$ cat src/rtl/debug_scan_sequencer_pkg.sv
// Shared types and constants for the debug scan sequencer: FSM states,
// slot count and the slot-to-mux-code map.
package debug_seq_pkg;

  typedef enum logic [2:0] {
    ST_IDLE,
    ST_LOAD,
    ST_SETTLE,
    ST_CAPTURE,
    ST_PRESENT,
    ST_GAP
  } state_t;

  localparam int NUM_SLOTS = 18;
  localparam int SLOT_W    = 5;

  localparam logic [7:0] CFG_SPK_L1 = 8'h1F;
  localparam logic [7:0] CFG_SPK_L2 = 8'h20;

  // Slots 0..15 select membrane slices directly; 16 and 17 pick the spike arms.
  function automatic logic [7:0] slot_to_cfg(input logic [SLOT_W-1:0] slot);
    if (slot < 5'd16)
      return {3'b000, slot};
    else if (slot == 5'd16)
      return CFG_SPK_L1;
    else
      return CFG_SPK_L2;
  endfunction

endpackage

$ cat src/rtl/debug_period_timer.sv
// Loadable down-counter with a zero flag, shared by the settle wait and the
// inter-frame gap.
module debug_period_timer #(
  parameter int W = 16
) (
  input  logic         clk,
  input  logic         rst_n,
  input  logic         load,
  input  logic [W-1:0] load_val,
  input  logic         dec,
  output logic         zero
);

  logic [W-1:0] count;

  always_ff @(posedge clk or negedge rst_n) begin
    if (!rst_n)
      count <= '0;
    else if (load)
      count <= load_val;
    else if (dec && (count != '0))
      count <= count - 1'b1;
  end

  assign zero = (count == '0);

endmodule

$ cat src/rtl/debug_scan_sequencer.sv
// Walks the debug multiplexer through all 18 observable slots per frame and
// streams each captured value out with its slot tag.
module debug_scan_sequencer
  import debug_seq_pkg::*;
#(
  parameter int DW       = 8,
  parameter int PERIOD_W = 16,
  parameter int SETTLE   = 0
) (
  input  logic                clk,
  input  logic                rst_n,
  input  logic                start,
  input  logic                continuous,
  input  logic [PERIOD_W-1:0] period,
  input  logic [7:0]          host_cfg,
  input  logic                host_cfg_wr,
  output logic [7:0]          cfg_out,
  output logic                cfg_en,
  input  logic [DW-1:0]       debug_in,
  output logic [DW-1:0]       out_data,
  output logic [4:0]          out_tag,
  output logic                out_valid,
  input  logic                out_ready,
  output logic                busy,
  output logic                frame_done
);

  localparam logic [PERIOD_W-1:0] SETTLE_LD = (SETTLE > 0) ? PERIOD_W'(SETTLE - 1) : '0;
  localparam logic [SLOT_W-1:0]   LAST_SLOT = SLOT_W'(NUM_SLOTS - 1);

  state_t              state;
  logic [SLOT_W-1:0]   slot;
  logic                tmr_load;
  logic                tmr_dec;
  logic                tmr_zero;
  logic [PERIOD_W-1:0] tmr_val;

  debug_period_timer #(
    .W (PERIOD_W)
  ) u_timer (
    .clk      (clk),
    .rst_n    (rst_n),
    .load     (tmr_load),
    .load_val (tmr_val),
    .dec      (tmr_dec),
    .zero     (tmr_zero)
  );

  // Settle loads SETTLE-1 so the SETTLE state lasts exactly SETTLE cycles;
  // the gap loads period so period=0 still spends one cycle in GAP.
  always_comb begin
    tmr_load = 1'b0;
    tmr_dec  = 1'b0;
    tmr_val  = SETTLE_LD;
    unique case (state)
      ST_LOAD:           tmr_load = (SETTLE > 0);
      ST_SETTLE, ST_GAP: tmr_dec  = 1'b1;
      ST_PRESENT: begin
        if (out_ready && (slot == LAST_SLOT) && continuous) begin
          tmr_load = 1'b1;
          tmr_val  = period;
        end
      end
      default: ;
    endcase
  end

  always_ff @(posedge clk or negedge rst_n) begin
    if (!rst_n) begin
      state      <= ST_IDLE;
      slot       <= '0;
      cfg_out    <= '0;
      cfg_en     <= 1'b0;
      out_data   <= '0;
      out_tag    <= '0;
      out_valid  <= 1'b0;
      busy       <= 1'b0;
      frame_done <= 1'b0;
    end else begin
      cfg_en     <= 1'b0;
      frame_done <= 1'b0;
      case (state)
        ST_IDLE: begin
          if (start) begin
            slot    <= '0;
            cfg_out <= slot_to_cfg(5'd0);
            cfg_en  <= 1'b1;
            busy    <= 1'b1;
            state   <= ST_LOAD;
          end else if (host_cfg_wr) begin
            cfg_out <= host_cfg;
            cfg_en  <= 1'b1;
          end
        end
        ST_LOAD:
          state <= (SETTLE > 0) ? ST_SETTLE : ST_CAPTURE;
        ST_SETTLE:
          if (tmr_zero) state <= ST_CAPTURE;
        // Mux output reflects the config loaded at the end of LOAD.
        ST_CAPTURE: begin
          out_data  <= debug_in;
          out_tag   <= slot;
          out_valid <= 1'b1;
          state     <= ST_PRESENT;
        end
        ST_PRESENT: begin
          if (out_ready) begin
            out_valid <= 1'b0;
            if (slot != LAST_SLOT) begin
              slot    <= slot + 1'b1;
              cfg_out <= slot_to_cfg(slot + 1'b1);
              cfg_en  <= 1'b1;
              state   <= ST_LOAD;
            end else begin
              frame_done <= 1'b1;
              if (continuous) begin
                state <= ST_GAP;
              end else begin
                busy  <= 1'b0;
                state <= ST_IDLE;
              end
            end
          end
        end
        ST_GAP: begin
          if (!continuous) begin
            busy  <= 1'b0;
            state <= ST_IDLE;
          end else if (tmr_zero) begin
            slot    <= '0;
            cfg_out <= slot_to_cfg(5'd0);
            cfg_en  <= 1'b1;
            state   <= ST_LOAD;
          end
        end
        default: begin
          busy  <= 1'b0;
          state <= ST_IDLE;
        end
      endcase
    end
  end

endmodule
$ cat config.mk
export PLATFORM = sky130hd
export DESIGN_NAME = debug_scan_sequencer
export DESIGN_NICKNAME = d
export VERILOG_FILES = /design/src/rtl/debug_scan_sequencer_pkg.sv /design/src/rtl/debug_period_timer.sv /design/src/rtl/debug_scan_sequencer.sv
export SDC_FILE = /design/constraint.sdc
export NUM_CORES = 1
export LEC_CHECK = 0
export ABC_AREA = 1
export CAP_MARGIN = 20
export CORE_MARGIN = 5
export CORE_UTILIZATION = 57
export CTS_BUF_LIST = sky130_fd_sc_hd__clkbuf_2
export DETAILED_ROUTE_END_ITERATION = 8
export PLACE_DENSITY = 0.93
export SLEW_MARGIN = 25
export SYNTH_ARGS = -nofsm -noshare
export SYNTH_HDL_FRONTEND = slang
export SYNTH_SLANG_ARGS = --single-unit
$ cat constraint.sdc
create_clock -name clk -period 3.7 [get_ports clk]
set_clock_uncertainty 0.05 [all_clocks]
set_input_delay 0.74 -clock clk [delete_from_list [all_inputs] [get_ports clk]]
set_output_delay 0.74 -clock clk [all_outputs]
set_load 0.02 [all_outputs]
==> qor.yml <==
outcome: "finished clean"
synth_cells: 407
grt_max_degree: 50
r2r_cells: 9
synth_top_area_cell: "dfrtp_1"
grt_pass1_wl_um: 12200
grt_usage_pct: 23.2
htreeDepth: 2
fin_setup_tns_ns: 0
grt.overflow.total: 0
synth_area_leaders: "dfrtp_1 42%, nand2_1 22%, nand3_1 7.8%"
final-max-slew-violation-count: 0
numPortBuffers: 62
postPlaceCellArea_um2: 3580
fmax_mhz: 394
cts_sinks: 49
start_kind: "register"
die_width_um: 81.9
final_hold_viol_count: 0
fin_nets: 508
core.rowCount: 26
cts_max_path_buffers: 2
min_period_ns: 2.54
wire_per_inst_um: 13.2
firstDrtPassIters: 5
rsz0062_at_grt: "false"
worstReg2RegStart: "u_timer.count[0]$_DFFE_PN0P_"
die_area_um2: 6710
worstPathMaxFanout: 20
final_cell_mix: "175 x nand2_1, 61 x clkdlybuf4s50_1, 49 x dfrtp_1"
nFillCells: 419
cts_tree: "yes"
power.total_w: 0.00246
finalInstanceArea_um2: 3620
drive_gt1_share_pct: 7.94
dpl.hpwl_um: 5410
drt_wl_total_um: 7060
start_util_pct: 58.0
drt_iter0_markers: 172
tightest_slew_ns: 0.799
crit_type: "reg2reg"
grt_pass1_vias: 2874
max_stage_delay_ns: 0.52
drcViolationCount: 0
ant_nets: 0
final_common_cell: "nand2_1"
synth_cell_types: 30
cap_violations: 0
period_share_pct: 68.6
worst_ep_arrival_time_ns: 2.84
worstPathRequired_ns: 4.00
syn_avg_cell_area_um2: 7.24
synth_seq_cells: 49
timing.rr.end: "u_timer.count[11]$_DFFE_PN0P_"
path_buf_inv: 1
hold_class: "in2async"
dr_total_vias: 2889
regArea_um2: 1230
routabilityCongestion: 0.917
cpLargestDelayFamily: "simple AND/OR/NAND/NOR gates"
cp-end-kind: "register"
maxSlewHeadroom_pct: 46.6
syn_area_um2: 2950
setup_viol_count_final: 0
antenna_cells: 0
coreArea_um2: 5070
areaGrowthSynthToFinish_pct: 22.9
synth-seq-area-share_pct: 41.6
multiInputGateArea_um2: 1530
cts_resized: 0
cts_buffers: 5
irDropWorstVdd_mv: 0.380
ys_warn_count: 0
p_leak_nw: 1.83
synth_fp_nets: 449
worst_path_most_repeated_cell: "nand2_1"
cts-root-buf: "clkbuf_2"
ios: 63
path_clk_slew_ns: 0.25
slowest_stage: "nand2_1"
synth_top_area_share_pct: 41.6
via_per_inst: 5.39
path_cells: "inv_1 -> ha_1 -> nand3_1 -> nor2_2 -> nand3b_1 -> nand2_1 -> nand2_1 -> nand3_1 -> nand2_1"
post_cts_buffers: 0
rrSetupSlack_ns: 1.16
die_y_um: 81.9
clock_latency_ns: 0.44
grt_antenna_before_repair: 0
power_density_nw_per_um2: 680
cts-hold-fix-buffers: 0
-- synth_stat cells --
cell,number
a21boi_0,1
and2_1,1
buf_2,3
buf_4,2
buf_6,3
clkbuf_1,2
dfrtp_1,49
ha_1,4
inv_1,25
inv_2,7
mux2_2,8
nand2_1,175
nand2_2,4
nand3_1,46
nand3b_1,8
nand4_1,3
nand4_2,1
nand4_4,1
nor2_1,26
nor2_2,3
nor2_4,3
nor3_1,1
nor3_4,1
nor4_1,1
o21ai_0,13
o21ai_1,7
or2_1,2
or2_2,1
xnor2_1,1
xor2_1,5
-- sequential cells by signal, summed over array words and instances (netlist names) --
register	flops
busy	1
cfg_en	1
cfg_out	8
frame_done	1
out_data	8
out_tag	5
out_valid	1
slot	5
state	3
u_timer.count	16
-- worst max path at each step --
stage | from | endpoint | slack, ns | cells past startpoint
6_report | u_timer.count[0]$_DFFE_PN0P_ | u_timer.count[11]$_DFFE_PN0P_ | 1.16 | 9
5_1_grt | u_timer.count[0]$_DFFE_PN0P_ | u_timer.count[3]$_DFFE_PN0P_ | 0.94 | 9
4_1_cts | u_timer.count[0]$_DFFE_PN0P_ | u_timer.count[11]$_DFFE_PN0P_ | 1.14 | 9
3_5_place_dp | continuous | u_timer.count[3]$_DFFE_PN0P_ | 1.05 | 5
3_3_place_gp | out_ready | u_timer.count[11]$_DFFE_PN0P_ | 1.16 | 5
2_1_floorplan | u_timer.count[0]$_DFFE_PN0P_ | cfg_out[6]$_DFFE_PN0P_ | 2.05 | 10
-- power by group --
part           switching, W  internal, W  leakage (nW)
combinational      0.000823     0.000551          1.17
clock              0.000176    0.0000439        0.0250
sequential         0.000150     0.000718         0.633
-- logic make-up (layout without fill, tap and decap cells) --
family	Yosys count	in the layout	synth area share [%]
AND/OR/NAND/NOR	277	277	41.7
flip-flops	49	49	41.6
buffers and inverters	42	101	6.50
AO/OA/AOI/OAI	21	21	3.65
multiplexers	8	8	3.06
XOR/XNOR	6	6	1.78
adder cells (fa/ha/maj)	4	4	1.70
-- layout make-up --
cell class	count	share of cell area [%]
flip-flops and latches	49	33.9
well taps	70	2.42
clock buffers	5	0.691
clock inverters	2	0.449
multi-input cells	316	42.2
repair buffers	62	17.1
inverters	32	3.32
-- per-stage QoR --
| stage | hold slack, ns | utilization [%] | setup WS [ns] | cells |
|---|---|---|---|---|
| global placement | 0.405 | 70.5 | 1.16 | 529 |
| finish | 0.215 | 71.4 | 1.16 | 536 |
| floorplan | 0.394 | - | 2.05 | 407 |
| global route | 0.237 | 71.4 | 0.941 | 536 |
| detailed placement | 0.415 | 70.5 | 1.05 | 529 |
| CTS | 0.222 | 71.4 | 1.14 | 536 |
-- routing by layer --
metal | GRT usage, % | share of wire (%)
met4 | 11.8 | 3.0
met2 | 41.4 | 50
met3 | 4.50 | 5.8
met1 | 26.3 | 41
met5 | 0 | 0
No activity file was read; power rests on OpenSTA's default activity.
